$ cat src/rtl/gat_feat_reader_if.sv
// Feature stream bundle from the readback engine to the output DMA.
// The master drives data, valid and last. The slave drives ready.
interface gat_feat_reader_if #(
    parameter int W = 32
);
    logic [W-1:0] tdata;
    logic         tvalid;
    logic         tready;
    logic         tlast;

    modport master (output tdata, tvalid, tlast, input tready);
    modport slave  (input tdata, tvalid, tlast, output tready);
endinterface

$ cat src/rtl/gat_feat_reader.sv
// Sweeps the GAT new-feature BRAM and streams the words out on valid/ready.
// A credit count covers in-flight reads plus FIFO occupancy, so a stall never drops data.
module gat_feat_reader #(
    parameter int NEW_FEATURE_WIDTH  = 32,
    parameter int NEW_FEATURE_DEPTH  = 43328,
    parameter int NEW_FEATURE_ADDR_W = $clog2(NEW_FEATURE_DEPTH),
    parameter int RD_LATENCY         = 2,
    parameter int FIFO_DEPTH         = RD_LATENCY + 2
) (
    input  logic                          clk,
    input  logic                          rst,
    input  logic                          gat_ready,
    input  logic                          start,
    input  logic [NEW_FEATURE_ADDR_W:0]   num_words,
    output logic                          busy,
    output logic                          done,
    output logic [NEW_FEATURE_ADDR_W+1:0] feat_bram_addrb,
    input  logic [NEW_FEATURE_WIDTH-1:0]  feat_bram_dout,
    gat_feat_reader_if.master             m
);
    localparam int CW = NEW_FEATURE_ADDR_W + 1;
    localparam int BW = NEW_FEATURE_ADDR_W + 2;
    localparam int PW = (FIFO_DEPTH > 1) ? $clog2(FIFO_DEPTH) : 1;
    localparam int KW = $clog2(FIFO_DEPTH + 1);
    localparam logic [KW-1:0] FD_K   = KW'(FIFO_DEPTH);
    localparam logic [PW-1:0] LAST_P = PW'(FIFO_DEPTH - 1);

    typedef enum logic [2:0] {
        IDLE, WAIT_RDY, READ, DRAIN, DONE
    } state_t;

    state_t                 state_q, state_d;
    logic [CW-1:0]          num_q, issue_q, out_q;
    logic [CW-1:0]          issue_nx;
    logic [BW-1:0]          addr_q, issue_addr;
    logic [RD_LATENCY-1:0]  pipe_q, pipe_d;
    logic [NEW_FEATURE_WIDTH-1:0] mem_q [FIFO_DEPTH];
    logic [PW-1:0]          wr_q, rd_q;
    logic [KW-1:0]          cnt_q, cnt_d, cred_q, cred_d;
    logic                   issue, push, pop, accept;

    assign issue_nx   = issue_q + 1'b1;
    assign issue_addr = {issue_q[CW-2:0], 2'b00};
    assign accept     = (state_q == IDLE) && start;
    assign push       = pipe_q[RD_LATENCY-1];
    assign pop        = m.tvalid && m.tready;

    always_ff @(posedge clk) begin
        if (rst) state_q <= IDLE;
        else     state_q <= state_d;
    end

    always_comb begin
        state_d = state_q;
        unique case (state_q)
            IDLE:     if (start) state_d = (num_words == '0) ? DONE : WAIT_RDY;
            WAIT_RDY: if (gat_ready) state_d = READ;
            READ:     if (issue && (issue_nx == num_q)) state_d = DRAIN;
            DRAIN:    if (pop && m.tlast) state_d = DONE;
            DONE:     state_d = IDLE;
            default:  state_d = IDLE;
        endcase
    end

    always_comb begin
        issue    = (state_q == READ) && gat_ready && (cred_q < FD_K);
        busy     = (state_q != IDLE);
        done     = (state_q == DONE);
        m.tvalid = (cnt_q != '0);
        m.tdata  = m.tvalid ? mem_q[rd_q] : '0;
        m.tlast  = m.tvalid && (out_q == num_q - 1'b1);
        feat_bram_addrb = issue ? issue_addr : addr_q;
    end

    always_comb begin
        pipe_d    = pipe_q << 1;
        pipe_d[0] = issue;
        cnt_d     = cnt_q;
        cred_d    = cred_q;
        unique case ({push, pop})
            2'b10:   cnt_d = cnt_q + 1'b1;
            2'b01:   cnt_d = cnt_q - 1'b1;
            default: cnt_d = cnt_q;
        endcase
        unique case ({issue, pop})
            2'b10:   cred_d = cred_q + 1'b1;
            2'b01:   cred_d = cred_q - 1'b1;
            default: cred_d = cred_q;
        endcase
    end

    always_ff @(posedge clk) begin
        if (rst) begin
            num_q   <= '0;
            issue_q <= '0;
            out_q   <= '0;
            addr_q  <= '0;
            pipe_q  <= '0;
            wr_q    <= '0;
            rd_q    <= '0;
            cnt_q   <= '0;
            cred_q  <= '0;
        end else begin
            if (accept) begin
                num_q   <= num_words;
                issue_q <= '0;
                out_q   <= '0;
            end else begin
                if (issue) issue_q <= issue_nx;
                if (pop)   out_q   <= out_q + 1'b1;
            end
            if (issue) addr_q <= issue_addr;
            pipe_q <= pipe_d;
            if (push) wr_q <= (wr_q == LAST_P) ? '0 : wr_q + 1'b1;
            if (pop)  rd_q <= (rd_q == LAST_P) ? '0 : rd_q + 1'b1;
            cnt_q  <= cnt_d;
            cred_q <= cred_d;
        end
    end

    // Storage needs no reset; occupancy alone decides what is visible.
    always_ff @(posedge clk) begin
        if (push) mem_q[wr_q] <= feat_bram_dout;
    end
endmodule

$ cat src/flat_wrapper.sv
// flat-port wrapper written by rule: the top's interface ports become plain ports
module gat_feat_reader_flat 
#(
    parameter int NEW_FEATURE_WIDTH  = 32,
    parameter int NEW_FEATURE_DEPTH  = 43328,
    parameter int NEW_FEATURE_ADDR_W = $clog2(NEW_FEATURE_DEPTH),
    parameter int RD_LATENCY         = 2,
    parameter int FIFO_DEPTH         = RD_LATENCY + 2
)
  (clk, rst, gat_ready, start, num_words, busy, done, feat_bram_addrb, feat_bram_dout, m_tdata, m_tvalid, m_tlast, m_tready);
  gat_feat_reader_if #(.W((32))) m_i ();
  input  logic clk;
  input  logic rst;
  input  logic gat_ready;
  input  logic start;
  input  logic [NEW_FEATURE_ADDR_W:0] num_words;
  output logic busy;
  output logic done;
  output logic [NEW_FEATURE_ADDR_W+1:0] feat_bram_addrb;
  input  logic [NEW_FEATURE_WIDTH-1:0] feat_bram_dout;
  output wire logic [$bits(m_i.tdata)-1:0] m_tdata;
  output wire logic [$bits(m_i.tvalid)-1:0] m_tvalid;
  output wire logic [$bits(m_i.tlast)-1:0] m_tlast;
  input wire logic [$bits(m_i.tready)-1:0] m_tready;
  assign m_tdata = m_i.tdata;
  assign m_tvalid = m_i.tvalid;
  assign m_tlast = m_i.tlast;
  assign m_i.tready = m_tready;
  gat_feat_reader #(.NEW_FEATURE_WIDTH(NEW_FEATURE_WIDTH), .NEW_FEATURE_DEPTH(NEW_FEATURE_DEPTH), .NEW_FEATURE_ADDR_W(NEW_FEATURE_ADDR_W), .RD_LATENCY(RD_LATENCY), .FIFO_DEPTH(FIFO_DEPTH)) u_core (.clk(clk), .rst(rst), .gat_ready(gat_ready), .start(start), .num_words(num_words), .busy(busy), .done(done), .feat_bram_addrb(feat_bram_addrb), .feat_bram_dout(feat_bram_dout), .m(m_i));
endmodule
$ cat config.mk
export PLATFORM = sky130hd
export DESIGN_NAME = gat_feat_reader_flat
export DESIGN_NICKNAME = d
export VERILOG_FILES = /design/src/rtl/gat_feat_reader_if.sv /design/src/rtl/gat_feat_reader.sv /design/src/flat_wrapper.sv
export SDC_FILE = /design/constraint.sdc
export NUM_CORES = 1
export LEC_CHECK = 0
export ABC_AREA = 1
export BUFFER_PORTS_ARGS = -buffer_cell sky130_fd_sc_hd__buf_2
export CAP_MARGIN = 20
export CORE_MARGIN = 1
export CORE_UTILIZATION = 35
export DETAILED_ROUTE_END_ITERATION = 8
export PLACE_DENSITY = 0.61
export SLEW_MARGIN = 40
export SYNTH_ARGS = -nofsm -noshare
export SYNTH_HDL_FRONTEND = slang
export SYNTH_SLANG_ARGS = --single-unit
$ cat constraint.sdc
create_clock -name clk -period 2.75 [get_ports clk]
set_input_delay 0.55 -clock clk [delete_from_list [all_inputs] [get_ports clk]]
set_output_delay 0.55 -clock clk [all_outputs]
set_load 0.1 [all_outputs]
==> Word-level counts from Yosys, hierarchy flattened <==
Memory sizes are Yosys's and may differ from the RTL's. A register that Yosys moved wholly into a read port is not among the register bits.
Cells that the tools add are included.
{ "op_classes": {"n_addsub": 9, "magnitude_cmp": 1, "n_eq_ne": 16, "muxes": 16, "n_reduce_logical": 15} }
{ "ops": {"columns": ["op", "count"], "rows": [
  ["$add A17 B1 Y17 const B", 2],
  ["$eq A17 B17 Y1", 2],
  ["$mux W32", 1],
  ["$mux W18", 1],
  ["$logic_not A17 Y1", 1],
  ["$sub A17 B1 Y17 const B", 1],
  ["$mux W3", 5],
  ["$pmux W3 S2", 2],
  ["$pmux W3 S4", 1],
  ["$eq A2 B2 Y1 const B", 4],
  ["$mux W2", 4],
  ["$logic_and A1 B1 Y1", 7],
  ["$add A3 B1 Y3 const B", 2],
  ["$eq A3 B2 Y1 const B", 2],
  ["$reduce_bool A3 Y1", 2],
  ["$sub A3 B1 Y3 const B", 2],
  ["$add A2 B1 Y2 const B", 2],
  ["$eq A2 B1 Y1 const B", 2],
  ["$ne A2 B1 Y1 const B", 2],
  ["$ne A2 B2 Y1 const B", 2],
  ["$reduce_and A4 Y1", 1],
  ["$reduce_bool A2 Y1", 2],
  ["$eq A3 B1 Y1 const B", 1],
  ["$eq A3 B3 Y1 const B", 1],
  ["other kinds (4)", 5]
]} }
{ "totals": {"reg_bits": 84, "ram_bits": 128, "input_bits": 54, "elab_cells": 68, "memories": 1} }
{ "memory_table": {"columns": ["memory", "depth", "width", "read_ports", "rd_clocked_by_memory_dff", "wr", "line_no", "source"], "rows": [
  ["u_core.mem_q", 4, 32, 1, 1, 1, "gat_feat_reader.sv:37", "logic [NEW_FEATURE_WIDTH-1:0] mem_q [FIFO_DEPTH];"]
]} }

==> Logic depth before layout (Yosys ltp) <==
Gate-level depths: netlist of run 1.
{ "logic_depth": {"depth_word": 6, "mapped_depth": 17, "mapped_depth_nobuf": 16} }

==> Worst setup path after synthesis of run 1 <==
OpenSTA, ideal clock, no wires.
{ "synth_path": {"kind": "register to output", "from": "register u_core.num_q[0]", "to": "output port m_tlast", "arrival_time_ps": 4194, "required_ps": 2200, "path_slack_ps": -1994, "stages_incl_launch_ff": 10, "n_path_buf": 0, "path_cell_list": "dfxtp_1 > inv_2 > ha_1 > nand3_1 > inv_2 > nand2_1 > nor2_2 > xor2_1 > nand3_1 > nor4_1"} }
{ "synth_between": {"elab_chain_len": 3} }
{ "synth_lines": {"columns": ["item", "line_no", "source"], "rows": [
  ["from (decl)", "gat_feat_reader.sv:33", "logic [CW-1:0] num_q, issue_q, out_q;"],
  ["from (signal assigned)", "gat_feat_reader.sv:105", "num_q <= num_words;"],
  ["$sub A17 B1 Y17", "gat_feat_reader.sv:71", "m.tlast = m.tvalid && (out_q == num_q - 1'b1);"],
  ["$eq A17 B17 Y1", "gat_feat_reader.sv:71", null],
  ["$logic_and A1 B1 Y1", "gat_feat_reader.sv:71", null],
  ["to (decl)", "flat_wrapper.sv:23", "output wire logic [$bits(m_i.tlast)-1:0] m_tlast;"]
]} }
Every way passes these cells.

==> Final worst setup path of run 1 <==
{ "layout_path": {"from": "register u_core.num_q[1]", "to": "output port m_tlast"} }
Same word-level chain as after synthesis.

==> reports/summary.txt, run 1 <==
OUTCOME
------------------------------------------------------------------------------------------
Outcome ..................................................................... finished with violations
Violations in the final reports ............................................. setup timing

STA
------------------------------------------------------------------------------------------
Setup TNS ...................................................................    -0.545 ns
Worst slew pin tran .........................................................     0.614 ns
Count of pins over their slew limit .........................................            0
Post-Route Skew .............................................................   0.00877 ns
Post-route fraction of the period consumed by the critical path .............         112%
Worst slew margin relative to its limit .....................................        59.1%
RSZ-0062 raised after global routing ........................................          yes
Setup violations, final .....................................................            4
Highest attainable clock frequency ..........................................      325 MHz
Final setup slack of the worst path .........................................    -0.323 ns
Final hold vios .............................................................            0
Time the worst path needs with I/O delays and setup .........................      3.07 ns

SYNTH
------------------------------------------------------------------------------------------
Area leader, netlist ........................................................ sky130_fd_sc_hd__edfxtp_1
Area share of and/or/nand/nor cells after synthesis .........................        23.0%
Largest family of logic cells by synthesized area ........................... simple AND/OR/NAND/NOR gates
Post-synthesis average cell area ............................................     8.84 um2
Yosys warning count .........................................................            0
Post-synthesis cell type count ..............................................           48
Count of mapped cells out of synthesis ......................................         1133
Synth Net Count .............................................................         1199
Post-Synthesis Cell Area ....................................................    10000 um2
Share of the synthesized area in the top cell type ..........................        38.4%
Synth Area in Compound Gates ................................................        11.6%
Proportion of register bits with asynchronous set or reset after synthesis ..           0%
Cell types occupying the most area after synthesis .......................... sky130_fd_sc_hd__edfxtp_1 (38%), sky130_fd_sc_hd__dfxtp_1 (17%), sky130_fd_sc_hd__nor2_1 (7.9%), sky130_fd_sc_hd__o21ai_0 (6.6%), sky130_fd_sc_hd__nand2_1 (5.5%)
Fraction of synthesized cell area in xor and xnor cells .....................        2.29%
Ys flop type ................................................................ sky130_fd_sc_hd__edfxtp_1
Number of enable flip-flop cells after synthesis ............................          128
#FFs+latches synth ..........................................................          214
Sequential share of the synthesized area ....................................        55.6%
Post-Synth Adder-Cell Area ..................................................        1.65%
Multiplexer area fraction after synthesis ...................................           0%

POWER
------------------------------------------------------------------------------------------
Static leakage ..............................................................      5.14 nW
Worst IR drop on VDD ........................................................       574 uV
Pwr dens ....................................................................  1250 nW/um2

PLACEMENT
------------------------------------------------------------------------------------------
Inst Count DP ...............................................................         1591
Placed wire-length estimate .................................................     15000 um
Post-Place Cell Area ........................................................    11600 um2
Weighted congestion at the end of routability-driven global placement .......        0.862
Port buffer count ...........................................................          107
DP Worst Slack ..............................................................     0.117 ns

CLOCKING
------------------------------------------------------------------------------------------
Cts bufs inserted ...........................................................           25
Total number of clock tree sinks ............................................          214
Clock tree from TritonCTS ...................................................        built
Hold buffer count at CTS ....................................................            0
Clock edge transition at the registers on the reported setup and hold paths .      0.06 ns
CTS Root Cell ............................................................... sky130_fd_sc_hd__clkbuf_16
CTS H-tree lvls .............................................................            1
Worst-Skew Late Latency .....................................................      0.53 ns
Number of buffers on the longest clock path .................................            3

WORST SETUP PATH
------------------------------------------------------------------------------------------
Maximum net fanout on the critical path .....................................            3
Depth of the most critical reg-to-reg path ..................................           24
Top cell by count, worst path ............................................... sky130_fd_sc_hd__nand2_2
Category of the worst setup path capture point .............................. primary output
Delay of the slowest cell on the worst path .................................      0.40 ns
Required time at the worst-slack endpoint ...................................      2.20 ns
Max stage delay cell, worst path ............................................ sky130_fd_sc_hd__nor4_4
Number of gates on the worst path with buffers counted ......................           10
Kind of cell with the highest combined delay on the critical path ........... simple AND/OR/NAND/NOR gates
Data arrival time of the critical path ......................................      2.52 ns
Chain of cells forming the critical path .................................... inv_4 > ha_4 > buf_6 > nand2_2 > nand2_2 > xor2_2 > nor3b_2 > nand4_1 > nor4_4 > buf_12
Crit path launch type .......................................................         flop
Setup CP Type ............................................................... flop to primary output
CP Buf/Inv Count ............................................................            3

FLOORPLANNING
------------------------------------------------------------------------------------------
Cell row count ..............................................................           61
Effective utilization at floorplan ..........................................        35.9%
Die ar. .....................................................................    29300 um2
Area of the core ............................................................    27900 um2
IO Pins .....................................................................          108
Horizontal die dimension ....................................................       171 um
Height of the die ...........................................................       171 um

LAYOUT
------------------------------------------------------------------------------------------
Post-layout instance area ...................................................    12800 um2
Number of nets at the end of the flow .......................................         1330
Share of post-route cells with drive strength above 1 .......................        23.5%
Leading cell type in the layout, fill and taps excluded ..................... sky130_fd_sc_hd__nor2_1
Final Non-Filler Cells ......................................................         1663
Synth-to-layout area growth .................................................        28.1%
Commonest cells after routing, fill and taps aside .......................... sky130_fd_sc_hd__nor2_1 (203), sky130_fd_sc_hd__nand2_1 (141), sky130_fd_sc_hd__edfxtp_1 (128), sky130_fd_sc_hd__o21ai_0 (118), sky130_fd_sc_hd__inv_1 (100)

GRT
------------------------------------------------------------------------------------------
Vias in the first global route ..............................................         7477
First-pass GRT wire length ..................................................     37700 um
Overall track demand over capacity in global routing ........................        16.3%
Initial antenna violation count .............................................            1
Pin count of the biggest net entering global routing ........................           65
Total gr overflow ...........................................................            0

DETAILED ROUTING
------------------------------------------------------------------------------------------
Total number of vias ........................................................         7950
DRC violation total after the first TritonRoute iteration ...................          479
Mean routed wirelength per cell .............................................      14.1 um
Number of nets with antenna violations after detailed routing ...............            0
Post-detailed-route via-to-cell ratio .......................................         4.78
DRC errors left .............................................................            0
DRT Pass-1 Iters ............................................................            4
Total wirelength of the detailed-routed design ..............................     23500 um

WORST HOLD PATH
------------------------------------------------------------------------------------------
Worst Hold Class ............................................................ input port to flop
Worst Hold Depth ............................................................            1

RUN
------------------------------------------------------------------------------------------
Maximum capacitance violations ..............................................            0

cell type report:
class | instances | area [um2]
Inverter | 115 | 440
Clock buffer | 36 | 748
Antenna cell | 2 | 5.00
Sequential cell | 214 | 5570
Clock inverter | 10 | 97.6
Timing Repair Buffer | 146 | 1430
Fill cell | 2713 | 15100
Tap cell | 378 | 473
Multi-Input combinational cell | 762 | 4060
what timing repair did:
action,4_1_cts,5_1_grt
gates resized for setup,34,33
pin swaps,10,10
setup endpoints to repair,17,33
buffers inserted,19,5
hold endpoints to repair,0,0
sequential cells by signal (all words and copies together) (netlist names), named ones only:
| signal | flops |
|---|---|
| u_core.rd_q | 2 |
| u_core.out_q | 17 |
| u_core.addr_q | 18 |
| u_core.mem_q | 128 |
| u_core.cnt_q | 3 |
| u_core.wr_q | 2 |
| u_core.pipe_q | 2 |
| u_core.cred_q | 3 |
| u_core.state_q | 3 |
| u_core.issue_q | 17 |
| u_core.num_q | 17 |
power by group:
| group | internal, mW | switching, mW |
|---|---|---|
| Sequential | 3.67 | 0.259 |
| Clock | 1.99 | 1.30 |
| Combinational | 2.78 | 6.02 |
| Total | 8.44 | 7.58 |
per-stage QoR:
stage / hold slack, ns / util, % / power, mW
floorplan: 0.388 / - / 9.79
global placement: 0.399 / 41.6 / 12.2
detailed placement: 0.398 / 41.6 / 12.3
CTS: 0.215 / 45.5 / 16.0
global route: 0.219 / 45.9 / 16.8
finish: 0.231 / 45.9 / 16.0
routing by layer:
metal / GRT usage, % / up-vias / share of wire, % / wire length [um]
met4: 4.54 / 0 / 1.9 / 456
met5: 0 / - / 0 / 0
met3: 2.43 / 36 / 4.4 / 1040
li1: - / 4036 / - / -
met2: 28.7 / 153 / 49 / 11600
met1: 20.5 / 3725 / 44 / 10400
cell usage after synthesis (all sizes together), types with 4 or more instances:
cell / instances
nor3: 10
buf: 4
clkbuf: 38
o21ai: 137
nand2: 156
or2: 19
nand3b: 4
nor2: 225
xnor2: 7
dfxtp: 86
edfxtp: 128
inv: 112
xor2: 14
ha: 10
nand4: 14
a21oi: 84
nand3: 60
nor4: 5
cell families (layout without fill, tap and decap cells):
family / Yosys count / after routing
AND/OR/NAND/NOR: 499 / 499
AO/OA/AOI/OAI: 228 / 228
flip-flops: 214 / 214
buffers and inverters: 157 / 307
XOR/XNOR: 23 / 23
adder cells (fa/ha/maj): 12 / 12
other: 0 / 2
final timing paths:
kind	start	end	slack [ns]
setup / recovery	u_core.num_q[1]	m_tlast	-0.32
hold / removal	feat_bram_dout[1]	u_core.mem_q[3][1]	0.23
setup reg to reg	u_core.num_q[0]	u_core.state_q[0]	-0.10
hold reg to reg	u_core.pipe_q[0]	u_core.pipe_q[1]	0.40
worst register-to-register path: cells and delay by family (launching register included):
kind                       cells  cell delay (ns)
DFF                            1             0.35
xor gates and xnor gates       1             0.09
adders and majority gates      1             0.14
buffers and inverters         13             1.47
AOI/OAI and AO/OA              1             0.13
and+or+nand+nor                8             0.61
Note: power is estimated with default switching activity, not from simulation.
==> run 2, diff against run 1 <==
- CELL_PAD_IN_SITES_DETAIL_PLACEMENT: unset -> 1
- CELL_PAD_IN_SITES_GLOBAL_PLACEMENT: unset -> 2
- PLACE_DENSITY: 0.61 -> 0.86
- REMOVE_ABC_BUFFERS: unset -> 1
==> run 2 against run 1 <==
The flow still finishes with violations (setup timing). Via count rose by 3.7%. Die area unchanged. Combinational power up 0.6%. Hold slack better by 0.015 ns. Sequential power about the same. Non-clock buffer count grew 5. Setup slack better by 0.026 ns. Critical endpoint unchanged. Highest routed layer is now met5.
==> reports/summary.txt, run 2 (synthesis gave the netlist of run 1 again) <==
WORST SETUP PATH
------------------------------------------------------------------------------------------
Category of the worst setup path capture point .............................. primary output
Depth of the most critical reg-to-reg path ..................................           22   -8.3%
Max stage delay cell, worst path ............................................ sky130_fd_sc_hd__dfxtp_2
Reg-to-reg slack, setup .....................................................      0.12 ns   +0.22 ns
Setup CP Type ............................................................... flop to primary output
Worst r2r src ............................................................... u_core.num_q[1]
End of the worst register-to-register path .................................. u_core.state_q[1]
Required time at the worst-slack endpoint ...................................      2.20 ns   about the same
Kind of cell with the highest combined delay on the critical path ........... simple AND/OR/NAND/NOR gates
Chain of cells forming the critical path .................................... inv_4 > ha_4 > xor2_1 > nand3_1 > nor3b_2 > nand4_1 > nor4_4 > buf_4 > buf_12
Delay of the slowest cell on the worst path .................................      0.36 ns   -0.04 ns
Crit path launch type .......................................................         flop
Maximum net fanout on the critical path .....................................            3   unchanged
CP Buf/Inv Count ............................................................            3   unchanged
Data arrival time of the critical path ......................................      2.50 ns   -0.02 ns
Worst setup startpoint ...................................................... u_core.num_q[0]

DETAILED ROUTING
------------------------------------------------------------------------------------------
Top sig layer ...............................................................         met5
Total length of routed met3 wires ...........................................      1180 um   +13%
DRC errors left .............................................................            0   unchanged
Post-detailed-route via-to-cell ratio .......................................         4.95   +3.6%
Mean routed wirelength per cell .............................................      16.8 um   +19%
DRT Pass-1 Iters ............................................................            4   unchanged
DRC violation total after the first TritonRoute iteration ...................          426   -11%
Number of nets with antenna violations after detailed routing ...............            0   unchanged
Metal2 WL ...................................................................     14500 um   +25%
Total wirelength of the detailed-routed design ..............................     27900 um   +19%
Met1 routed wirelength after detailed routing ...............................     11900 um   +14%
Total number of vias ........................................................         8242   +3.7%

STA
------------------------------------------------------------------------------------------
Count of pins over their slew limit .........................................            0   unchanged
Time the worst path needs with I/O delays and setup .........................      3.05 ns   -0.0258 ns
Worst slew margin relative to its limit .....................................        53.1%   -6.0 points
Post-route fraction of the period consumed by the critical path .............         111%   -0.94 points
Highest attainable clock frequency ..........................................      328 MHz   +0.85%
Setup violations, final .....................................................            1   -3
RSZ-0062 raised after global routing ........................................          yes
Final setup slack of the worst path .........................................    -0.298 ns   +0.0258 ns
Final hold vios .............................................................            0   unchanged
Worst slew pin tran .........................................................     0.703 ns   +0.0892 ns
Post-Route Skew .............................................................    0.0190 ns   +0.0103 ns

CLOCKING
------------------------------------------------------------------------------------------
CTS H-tree lvls .............................................................            1   unchanged
Clock edge transition at the registers on the reported setup and hold paths .      0.06 ns   about the same
Total number of clock tree sinks ............................................          214   unchanged
Clock tree from TritonCTS ...................................................        built
Number of buffers on the longest clock path .................................            3   unchanged
Cts bufs inserted ...........................................................           24   -4.0%
Worst-Skew Late Latency .....................................................      0.52 ns   about the same
CTS Root Cell ............................................................... sky130_fd_sc_hd__clkbuf_16

FLOORPLANNING
------------------------------------------------------------------------------------------
IO Pins .....................................................................          108   unchanged
Area of the core ............................................................    27900 um2   unchanged
Effective utilization at floorplan ..........................................        35.9%   unchanged
Height of the die ...........................................................       171 um   unchanged
Cell row count ..............................................................           61   unchanged
Horizontal die dimension ....................................................       171 um   unchanged
Die ar. .....................................................................    29300 um2   unchanged

LAYOUT
------------------------------------------------------------------------------------------
Share of post-route cells with drive strength above 1 .......................        21.9%   -1.6 points
Number of nets at the end of the flow .......................................         1334   +0.30%
Top register by number of flip-flops ........................................ u_core.mem_q
Synth-to-layout area growth .................................................        28.4%
Flip-flop count of the largest register, all copies and words added .........          128   unchanged
Count of antenna diodes in the layout .......................................            0   -2
Post-layout instance area ...................................................    12900 um2   +0.22%
Commonest cells after routing, fill and taps aside .......................... sky130_fd_sc_hd__nor2_1 (205), sky130_fd_sc_hd__nand2_1 (145), sky130_fd_sc_hd__edfxtp_1 (128), sky130_fd_sc_hd__o21ai_0 (118), sky130_fd_sc_hd__inv_1 (100)
Registers with the highest flip-flop counts ................................. u_core.mem_q: 128 flops, u_core.addr_q: 18 flops
Leading cell type in the layout, fill and taps excluded ..................... sky130_fd_sc_hd__nor2_1

PLACEMENT
------------------------------------------------------------------------------------------
Weighted congestion at the end of routability-driven global placement .......        0.802   -6.9%
DP Worst Slack ..............................................................   0.00213 ns   -0.115 ns
Post-Place Cell Area ........................................................    11700 um2   +0.94%
Placed wire-length estimate .................................................     19300 um   +28%
Port buffer count ...........................................................          107   unchanged

WORST HOLD PATH
------------------------------------------------------------------------------------------
Worst Hold Class ............................................................ input port to flop
Worst Hold Depth ............................................................            1   unchanged
Worst Min Path Start ........................................................ feat_bram_dout[31]
WHS Endpoint ................................................................ u_core.mem_q[3][31]

GRT
------------------------------------------------------------------------------------------
Initial antenna violation count .............................................            1   unchanged
Pin count of the biggest net entering global routing ........................           65   unchanged
Vias in the first global route ..............................................         8572   +15%
Total gr overflow ...........................................................            0   unchanged
First-pass GRT wire length ..................................................     44600 um   +18%
Overall track demand over capacity in global routing ........................        19.3%   +3.1 points

RUN
------------------------------------------------------------------------------------------
Maximum capacitance violations ..............................................            0   unchanged

POWER
------------------------------------------------------------------------------------------
Pwr dens ....................................................................  1250 nW/um2   +0.27%
Static leakage ..............................................................      5.19 nW   +0.93%
Worst IR drop on VDD ........................................................       675 uV   +18%

OUTCOME
------------------------------------------------------------------------------------------
Outcome ..................................................................... finished with violations
Violations in the final reports ............................................. setup timing

==> run 2: cell count changes in the layout (fill, tap and decap cells not counted), sizes merged <==
cell,change
clkbuf,-6
buf,+5
clkinv,+5
clkinvlp,-2
bufinv,+2
diode,-2
inv,-1
==> run 2: worst max-delay path by stage <==
stage / slack (ns) / end / depth (start not counted)
after global placement: 0.02 / m_tlast / 10
after floorplan: -1.99 / m_tlast / 9
after detailed placement: 0.002 / m_tlast / 12
after global routing: -0.42 / m_tlast / 12
after CTS: -0.31 / m_tlast / 9
final: -0.30 / m_tlast / 9
==> run 2: timing repair <==
item | in CTS | in global routing
hold buffers | 0 | 0
setup buffers | 20 | 6
endpoints found under the setup margin | 40 | 20
pin swaps | 6 | 14
gates resized for setup | 31 | 22
==> run 2: per-stage QoR <==
| step | util, % | setup TNS, ns | std cells | power [mW] | hold WS, ns |
|---|---|---|---|---|---|
| after detailed placement | 42.0 | 0 | 1598 | 12.5 | 0.396 |
| after global placement | 42.0 | 0 | 1598 | 12.4 | 0.398 |
| after CTS | 45.8 | -0.731 | 1662 | 16.1 | 0.218 |
| after floorplan | - | -50.61 | 1091 | 9.51 | 0.388 |
| after global routing | 46.0 | -0.442 | 1664 | 16.9 | 0.229 |
| final | 46.0 | -0.298 | 1664 | 16.1 | 0.246 |
==> run 2: final cells by class <==
type                            count  area, um2
Sequential cell                   214       5580
Timing Repair Buffer              151       1590
Multi-Input combinational cell    762       3940
Clock buffer                       30        663
Fill cell                        3245      15100
Tap cell                          378        473
Clock inverter                     14        166
Inverter                          115        444
==> run 2: layer usage <==
layer  up-vias  GRT usage (%)
met1      4036           22.8
met3        31           2.96
met2       132           36.7
met5         -              0
met4         2           3.69
li1       4041              -
==> run 2: power by group <==
group | switching, mW | total, mW | internal [mW] | leakage [nW]
Clock | 1.30 | 3.30 | 2.00 | 0.414
Combinational | 6.05 | 8.85 | 2.80 | 2.92
Sequential | 0.276 | 3.95 | 3.67 | 1.85
Total | 7.63 | 16.1 | 8.47 | 5.19
